==> config.mk <==
export PLATFORM = sky130hd
export DESIGN_NAME = sh7604_ibus_master
export DESIGN_NICKNAME = d
export VERILOG_FILES = /design/src/rtl/sh7604_ibus_master_pkg.sv /design/src/rtl/sh7604_ibus_lane.sv /design/src/rtl/sh7604_ibus_master.sv
export SDC_FILE = /design/constraint.sdc
export NUM_CORES = 1
export LEC_CHECK = 0
export ABC_AREA = 0
export BUFFER_PORTS_ARGS = -buffer_cell sky130_fd_sc_hd__buf_2
export CELL_PAD_IN_SITES_DETAIL_PLACEMENT = 0
export CELL_PAD_IN_SITES_GLOBAL_PLACEMENT = 1
export CORE_ASPECT_RATIO = 1.2
export CORE_MARGIN = 2
export CORE_UTILIZATION = 24
export DETAILED_ROUTE_END_ITERATION = 10
export PLACE_DENSITY = 0.67
export SLEW_MARGIN = 20
export SYNTH_ARGS = -nofsm -noshare
export SYNTH_HDL_FRONTEND = slang
export SYNTH_SLANG_ARGS = --single-unit
export TNS_END_PERCENT = 5
==> constraint.sdc <==
create_clock -name CLK -period 5.5 [get_ports CLK]
set_input_delay 0.55 -clock CLK [delete_from_list [all_inputs] [get_ports CLK]]
set_output_delay 0.55 -clock CLK [all_outputs]
set_load 0.02 [all_outputs]
==> src/rtl/sh7604_ibus_master_pkg.sv <==
// sh7604_ibus_master_pkg
//   Shared types and constants for the SH7604 on-chip peripheral bus (IBUS)
//   initiator and its lane helper (also reused by the DMAC).
//   - IBUS_SZ_t       : access size encoding as presented by the CPU/DMAC
//   - IBusState_t     : initiator FSM states
//   - IBUS_REGION_BASE: base of the 512-byte peripheral window FFFFFE00-FFFFFFFF
package sh7604_ibus_master_pkg;

  typedef enum logic [1:0] {
    SZ_B = 2'b00,
    SZ_W = 2'b01,
    SZ_L = 2'b10
  } IBUS_SZ_t;

  typedef enum logic [1:0] {
    IDLE = 2'd0,
    REQ  = 2'd1,
    WAIT = 2'd2,
    HOLD = 2'd3
  } IBusState_t;

  localparam logic [31:0] IBUS_REGION_BASE = 32'hFFFF_FE00;

  // The window is 512 bytes, so only A[31:9] decide membership.
  function automatic logic ibus_in_region(input logic [31:0] a);
    return a[31:9] == IBUS_REGION_BASE[31:9];
  endfunction

endpackage

==> src/rtl/sh7604_ibus_lane.sv <==
// sh7604_ibus_lane
//   Combinational byte-lane helper for the big-endian IBUS.
//   Ports:
//     sz      in  2   access size (SZ_B/SZ_W/SZ_L, 11 behaves as long)
//     a_lo    in  2   address bits [1:0]
//     wd      in  32  right-justified write data
//     rd_bus  in  32  raw IBUS read data
//     ba      out 4   byte-lane enables, bit3 = lane [31:24]
//     wd_rep  out 32  write data replicated across lanes
//     rd_just out 32  selected read lane, right-justified, zero-extended
module sh7604_ibus_lane
  import sh7604_ibus_master_pkg::*;
(
  input  logic [1:0]  sz,
  input  logic [1:0]  a_lo,
  input  logic [31:0] wd,
  input  logic [31:0] rd_bus,
  output logic [3:0]  ba,
  output logic [31:0] wd_rep,
  output logic [31:0] rd_just
);

  always_comb begin
    ba      = 4'b1111;
    wd_rep  = wd;
    rd_just = rd_bus;
    if (sz == SZ_B) begin
      ba      = 4'b1000 >> a_lo;
      wd_rep  = {4{wd[7:0]}};
      // Big-endian: offset 0 lives in [31:24], so shift by (3 - a_lo) bytes.
      rd_just = {24'd0, 8'(rd_bus >> {~a_lo, 3'b000})};
    end else if (sz == SZ_W) begin
      ba      = a_lo[1] ? 4'b0011 : 4'b1100;
      wd_rep  = {2{wd[15:0]}};
      rd_just = {16'd0, (a_lo[1] ? rd_bus[15:0] : rd_bus[31:16])};
    end
  end

endmodule

==> src/rtl/sh7604_ibus_master.sv <==
// sh7604_ibus_master
//   IBUS initiator for the SH7604 on-chip peripheral region FFFFFE00-FFFFFFFF.
//   Turns one CPU/DMAC access into a REQ/WAIT/HOLD cycle on the internal bus.
//   Optional macro SH7604_IBUS_TIMEOUT_EN adds a busy timeout with BERR pulse.
//   Ports:
//     CLK, RST_N (async low), CE_R (state advance enable), EN (freeze when low),
//     RES_N (sync soft reset)
//     CPU_A/CPU_DI/CPU_SZ/CPU_WE/CPU_REQ  access request side
//     CPU_DO/CPU_BUSY/BERR                access response side
//     IBUS_A/IBUS_DI/IBUS_BA/IBUS_WE/IBUS_REQ  bus outputs
//     IBUS_DO/IBUS_BUSY/IBUS_ACT               OR-ed peripheral returns
module sh7604_ibus_master
  import sh7604_ibus_master_pkg::*;
#(
  parameter int TIMEOUT_CYC = 64
) (
  input  logic        CLK,
  input  logic        RST_N,
  input  logic        CE_R,
  input  logic        EN,
  input  logic        RES_N,
  input  logic [31:0] CPU_A,
  input  logic [31:0] CPU_DI,
  input  logic [1:0]  CPU_SZ,
  input  logic        CPU_WE,
  input  logic        CPU_REQ,
  output logic [31:0] CPU_DO,
  output logic        CPU_BUSY,
  output logic        BERR,
  output logic [31:0] IBUS_A,
  output logic [31:0] IBUS_DI,
  output logic [3:0]  IBUS_BA,
  output logic        IBUS_WE,
  output logic        IBUS_REQ,
  input  logic [31:0] IBUS_DO,
  input  logic        IBUS_BUSY,
  input  logic        IBUS_ACT
);

  IBusState_t  state_q, state_d;
  logic [31:0] a_q, d_q, do_q;
  logic [1:0]  sz_q;
  logic        we_q;
  logic        adv, in_region, active;
  logic        ld, cap, abort, tmo_hit;
  logic [3:0]  ba;
  logic [31:0] wd_rep, rd_just;

  assign adv       = EN & CE_R;
  assign in_region = ibus_in_region(CPU_A);
  assign active    = (state_q != IDLE);

  // Lane logic works off the latched access so the bus stays stable
  // through HOLD even if the requester moves on.
  sh7604_ibus_lane u_lane (
    .sz      (sz_q),
    .a_lo    (a_q[1:0]),
    .wd      (d_q),
    .rd_bus  (IBUS_DO),
    .ba      (ba),
    .wd_rep  (wd_rep),
    .rd_just (rd_just)
  );

  always_comb begin
    state_d = state_q;
    ld      = 1'b0;
    cap     = 1'b0;
    abort   = 1'b0;
    case (state_q)
      IDLE: if (CPU_REQ && in_region) begin
              state_d = REQ;
              ld      = 1'b1;
            end
      // Peripheral raises busy on this edge, so it is not sampled here.
      REQ:  state_d = WAIT;
      WAIT: if (!IBUS_BUSY) begin
              state_d = HOLD;
              cap     = 1'b1;
            end else if (tmo_hit) begin
              state_d = HOLD;
              abort   = 1'b1;
            end
      HOLD: state_d = IDLE;
      default: state_d = IDLE;
    endcase
  end

  always_ff @(posedge CLK or negedge RST_N) begin
    if (!RST_N) begin
      state_q <= IDLE;
      a_q     <= '0;
      d_q     <= '0;
      sz_q    <= '0;
      we_q    <= 1'b0;
      do_q    <= '0;
    end else if (!RES_N) begin
      state_q <= IDLE;
      a_q     <= '0;
      d_q     <= '0;
      sz_q    <= '0;
      we_q    <= 1'b0;
      do_q    <= '0;
    end else if (adv) begin
      state_q <= state_d;
      if (ld) begin
        a_q  <= CPU_A;
        d_q  <= CPU_DI;
        sz_q <= CPU_SZ;
        we_q <= CPU_WE;
      end
      // No selected peripheral reads back as all ones (open bus).
      if (cap && !we_q) do_q <= IBUS_ACT ? rd_just : 32'hFFFF_FFFF;
      if (abort)        do_q <= 32'hFFFF_FFFF;
    end
  end

`ifdef SH7604_IBUS_TIMEOUT_EN
  logic [7:0] cnt_q;
  logic       berr_q;

  assign tmo_hit = (state_q == WAIT) && IBUS_BUSY && (cnt_q == 8'(TIMEOUT_CYC - 1));

  always_ff @(posedge CLK or negedge RST_N) begin
    if (!RST_N) begin
      cnt_q  <= '0;
      berr_q <= 1'b0;
    end else if (!RES_N) begin
      cnt_q  <= '0;
      berr_q <= 1'b0;
    end else if (adv) begin
      berr_q <= abort;
      if (ld)                                 cnt_q <= '0;
      else if (state_q == WAIT && IBUS_BUSY)  cnt_q <= cnt_q + 8'd1;
    end
  end

  assign BERR = berr_q;
`else
  assign tmo_hit = 1'b0;
  assign BERR    = 1'b0;
`endif

  // Outputs are gated by state so IDLE (and reset) always shows a quiet bus.
  assign IBUS_REQ = (state_q == REQ) || (state_q == WAIT);
  assign IBUS_A   = active ? a_q    : '0;
  assign IBUS_DI  = active ? wd_rep : '0;
  assign IBUS_BA  = active ? ba     : '0;
  assign IBUS_WE  = active & we_q;
  assign CPU_DO   = do_q;
  assign CPU_BUSY = active | (CPU_REQ & in_region);

endmodule

# Word level (Yosys, flattened, before mapping)
# Index checks and enable logic that the tools add are counted.
[op_classes] n_bitwise=5 n_shift=2 reduce_logical=10 muxes=36 n_eq_ne=10
[ops] operator="$mux W32" n=16
[ops] operator="$shr A32 B5 Y8" n=1
[ops] operator="$eq A23 B23 Y1 const B" n=1
[ops] operator="$mux W16" n=1
[ops] operator="$mux W4" n=4
[ops] operator="$mux W2" n=7
[ops] operator="$pmux W2 S4" n=1
[ops] operator="$mux W1" n=7
[ops] operator="$ne A2 B1 Y1 const B" n=3
[ops] operator="$ne A3 B3 Y1 const B" n=2
[ops] operator="$eq A2 B1 Y1 const B" n=2
[ops] operator="$eq A2 B2 Y1 const B" n=2
[ops] operator="$logic_not A2 Y1" n=2
[ops] operator="$reduce_and A2 Y1" n=2
[ops] operator="$shr A4 B2 Y4 const A" n=1
[ops] operator="$and A1 B1 Y1" n=3
[ops] operator="$reduce_and A3 Y1" n=1
[ops] operator="$logic_and A1 B1 Y1" n=2
[ops] operator="$not A2 Y2" n=1
[ops] operator="$reduce_bool A2 Y1" n=1
[ops] operator="$logic_not A1 Y1" n=1
[ops] operator="$logic_or A1 B1 Y1" n=1
[ops] operator="$or A1 B1 Y1" n=1
[word_totals] out_inout_bits=104 wordCells=69 in_bits=107 register_bits=101

# Logic depth before layout (Yosys ltp)
[logic_depth] ltp_word=7 mapped_depth=10 ltp_nobuf=6

# Hierarchy
# From an unflattened synthesis, not the netlist that was laid out.
[hier_totals] cells_unflattened=629 area_unflattened_um2=6082.1
[by_module_without_submodules] mod="sh7604_ibus_master" seq_area_each_um2=2527.4 cells_per_inst=462 area_each_um2=4879.7 instances=1
[by_module_without_submodules] mod="sh7604_ibus_lane" seq_area_each_um2=0.0 cells_per_inst=167 area_each_um2=1202.4 instances=1

# Worst setup path before layout
# OpenSTA, ideal clock, no wires.
[synth_timing] kind="register to output" startpoint="register sz_q[1]" endpoint="output IBUS_DI[10]" stages_incl_launch_ff=6 setup_slack_ns=3.600 arrival_time_ns=1.350 path_buffers=2 t_required_ns=4.950 cell_sequence="dfrtp_1 > buf_2 > nor2_1 > buf_2 > nand2_1 > a21oi_1"
[synth_via] elab_chain_len=3
[synth_rtl] element="start: declaration" line_no="sh7604_ibus_master.sv:42" rtl="logic [1:0] sz_q;"
[synth_rtl] element="start signal: assignment" line_no="sh7604_ibus_master.sv:94" rtl="sz_q <= '0;"
[synth_rtl] element="start signal: assignment" line_no="sh7604_ibus_master.sv:101" rtl="sz_q <= '0;"
[synth_rtl] element="start signal: assignment" line_no="sh7604_ibus_master.sv:109" rtl="sz_q <= CPU_SZ;"
[synth_rtl] element="$logic_not A2 Y1" line_no="sh7604_ibus_lane.sv:27" rtl="if (sz == SZ_B) begin"
[synth_rtl] element="$mux W32" line_no="sh7604_ibus_lane.sv:27"
[synth_rtl] element="$mux W32" line_no="sh7604_ibus_master.sv:147" rtl="assign IBUS_DI = active ? wd_rep : '0;"
[synth_rtl] element="end: declaration" line_no="sh7604_ibus_master.sv:31" rtl="output logic [31:0] IBUS_DI,"
# No other way between the ends.

# Worst setup path in the final report
[layout_timing] startpoint="register sz_q[1]" endpoint="output IBUS_DI[11]"
# The elaborated chain is that of the path after synthesis.

==> results.tsv <==
metric	value	unit
worstPathArrival	2.70	ns
floorplan.die_area	0.0245	sq mm
grt_pass1_wl	28.2	mm
initial_utilization	24.3	%
synth_flop_cell	dfrtp_1	
synth_top_cells_by_count	nand2_1 (156), dfrtp_1 (101), mux2i_1 (70), nor2b_1 (40), nor2_1 (38)	
hold_buffers	0	
seq_area_frac_synth	45.3	%
cp-start-kind	flip-flop	
grt_pass1_vias	4832	
fin_hold_ws	0.194	ns
netlist_area	0.00558	sq mm
slew_violations	0	
ant_nets	0	
synth_mux_area_share	15.9	%
drt-initial-drc-count	289	
synth_compound_area_share	12.5	%
place_congestion	0.794	
firstDrtPassIters	4	
vdd_drop_max	136	uV
path_class	reg -> out	
synth_cell_types	36	
hp-class	in -> async	
yosys.area.top_type	dfrtp_1	
worst_ep_required_time	4.95	ns
overflow	0	
path_max_fanout	26	
ys_async_sr_fraction	100	%
antenna_found_initial	2	
place_area	0.00679	sq mm
cts_max_path_buffers	2	
ys_top_cells_by_area	dfrtp_1 (45%), mux2i_1 (13%), nand2_1 (11%)	
ys_warn_count	0	
finish.instance_area	0.00709	sq mm
setup_tns	0	ns
cts_resized	0	
p_leak	3.42	nW
synth_top_family_by_area	simple AND/OR/NAND/NOR gates	
finalPower	1.47	mW
syn-mean-instance-area	9.40	sq um
cts_tree	built	
grt.total_usage	14.9	%
fillers	2449	
place_hpwl	13.0	mm
syn-num-nets	703	
area_growth	27.2	%
clock_sinks	101	
synth_xor_xnor_area_share	0	%
viasPerCell	4.55	
status	completed	
grt_max_degree	83	
slew_headroom	34.9	%
avgRoutedWirePerCell	17.1	um
post-route-min-period	3.25	ns
synth_top_area_share	45.3	%
drc	0	
synthAdderAreaFrac	0.673	%
rsz0062_at_grt	false	
drive_above_1_share	32.2	%
worstSetupEndpointType	output port	
min_period_over_period	59.1	%
synth_enable_flop_cells	0	
top_level_ports	211	
postCtsSetupRepairBufs	0	
die_x	143	um
cts_root_buffer	clkbuf_16	
synthSimpleGateAreaFrac	19.9	%
via_count	4950	
maxCapViolCount	0	
rows	61	
nNetsFinal	876	
synth.most_common_cell	nand2_1	
coreArea	0.0230	sq mm
power.density	208	mW/mm^2
synth_cells	593	
clk_pin_slew	0.07	ns
ys_ff_latch	101	
drt-total-wl	18.6	mm
h-tree-depth	3	
tightest_slew	0.977	ns
die_h	171	um
setup_violations	0	
finalHoldViolCount	0	
port-buffer-count	209	
fmax	308	MHz
worstRegToRegCells	4	
clock_latency	0.35	ns
fin_skew	0.00665	ns
cts_buffers	9	
==> worst paths after layout <==
| path | startpoint | end | slack (ns) |
|---|---|---|---|
| setup / recovery | sz_q[1]$_DFFE_PN0P_ | IBUS_DI[11] | 2.25 |
| hold / removal | RST_N | CPU_DO[18]$_DFFE_PN0P_ | 0.19 |
| setup reg to reg | sz_q[1]$_DFFE_PN0P_ | CPU_DO[5]$_DFFE_PN0P_ | 2.95 |
| hold reg to reg | a_q[24]$_DFFE_PN0P_ | a_q[24]$_DFFE_PN0P_ | 0.49 |
| max in group asynchronous | RST_N | d_q[31]$_DFFE_PN0P_ | 4.07 |
| min in group CLK | CPU_DI[7] | d_q[7]$_DFFE_PN0P_ | 0.44 |
==> flip-flops by register name, summed over array words and instances (netlist names) <==
name,cells
CPU_DO,32
a_q,32
d_q,32
state_q,2
sz_q,2
we_q,1
==> critical path, cell delays in order, from the launching register on <==
cell	delay [ns]
dfrtp_2	0.63
buf_4	0.39
or2_1	0.81
nand2_1	0.12
a21oi_1	0.20
buf_2	0.19
==> area by class of cell <==
cell class / instances / area, sq um / area share [%]
antenna: 1 / 2.50 / 0.0353
clock buffer: 9 / 225 / 3.18
clock inverter: 7 / 50.0 / 0.706
inverter: 5 / 18.8 / 0.265
multi-input combinational: 432 / 2740 / 38.7
sequential: 101 / 2530 / 35.7
tap: 315 / 394 / 5.56
timing repair buffer: 217 / 1130 / 15.9
==> cell families after synthesis <==
logic type | after synthesis
buffers and inverters | 60
other | 1
DFF | 101
adders and majority gates | 3
muxes | 78
AOI/OAI and AO/OA | 98
and+or+nand+nor | 252
==> layout by cell type (no fill, tap or decap), types with 2 or more instances in the layout <==
cell type   netlist  routed
buf_2            10     207
nand2_1         156     156
dfrtp_1         101     100
mux2i_1          70      70
nor2b_1          40      40
nor2_1           38      38
a22o_1           24      24
o21a_1           23      23
a21oi_1          21      21
o21ai_0          11      11
clkbuf_16         0       9
buf_4             6       9
a31oi_1           8       8
a221o_1           8       8
mux4_2            7       7
nand4_1           6       6
inv_1             5       5
clkinvlp_4        0       3
nand2b_1          2       2
nand2_2           2       2
ha_1              3       2
clkinv_2          0       2
inv_6             0       2
==> metrics by stage <==
stage / util, % / std cells / setup slack (ns)
6_report: 30.9 / 1087 / 2.25
5_1_grt: 30.9 / 1086 / 1.98
4_1_cts: 30.7 / 1085 / 2.20
3_5_place_dp: 29.5 / 1069 / 2.61
3_3_place_gp: 29.5 / 1069 / 2.65
2_1_floorplan: - / 593 / 3.60
==> where the power goes <==
group / internal, mW / switching [mW] / leakage (nW) / total (mW)
sequential: 0.742 / 0.0000000135 / 1.41 / 0.742
combinational: 0.0429 / 0.0680 / 1.88 / 0.111
clock: 0.309 / 0.310 / 0.128 / 0.619
==> layer usage <==
metal,vias to the layer above,track usage (%),routed length (um)
met5,-,0,27
met1,2377,20.3,8150
met3,22,3.33,1450
met4,4,4.56,279
li1,2351,-,-
met2,196,23.7,8680
(Power assumes the default switching activity.)
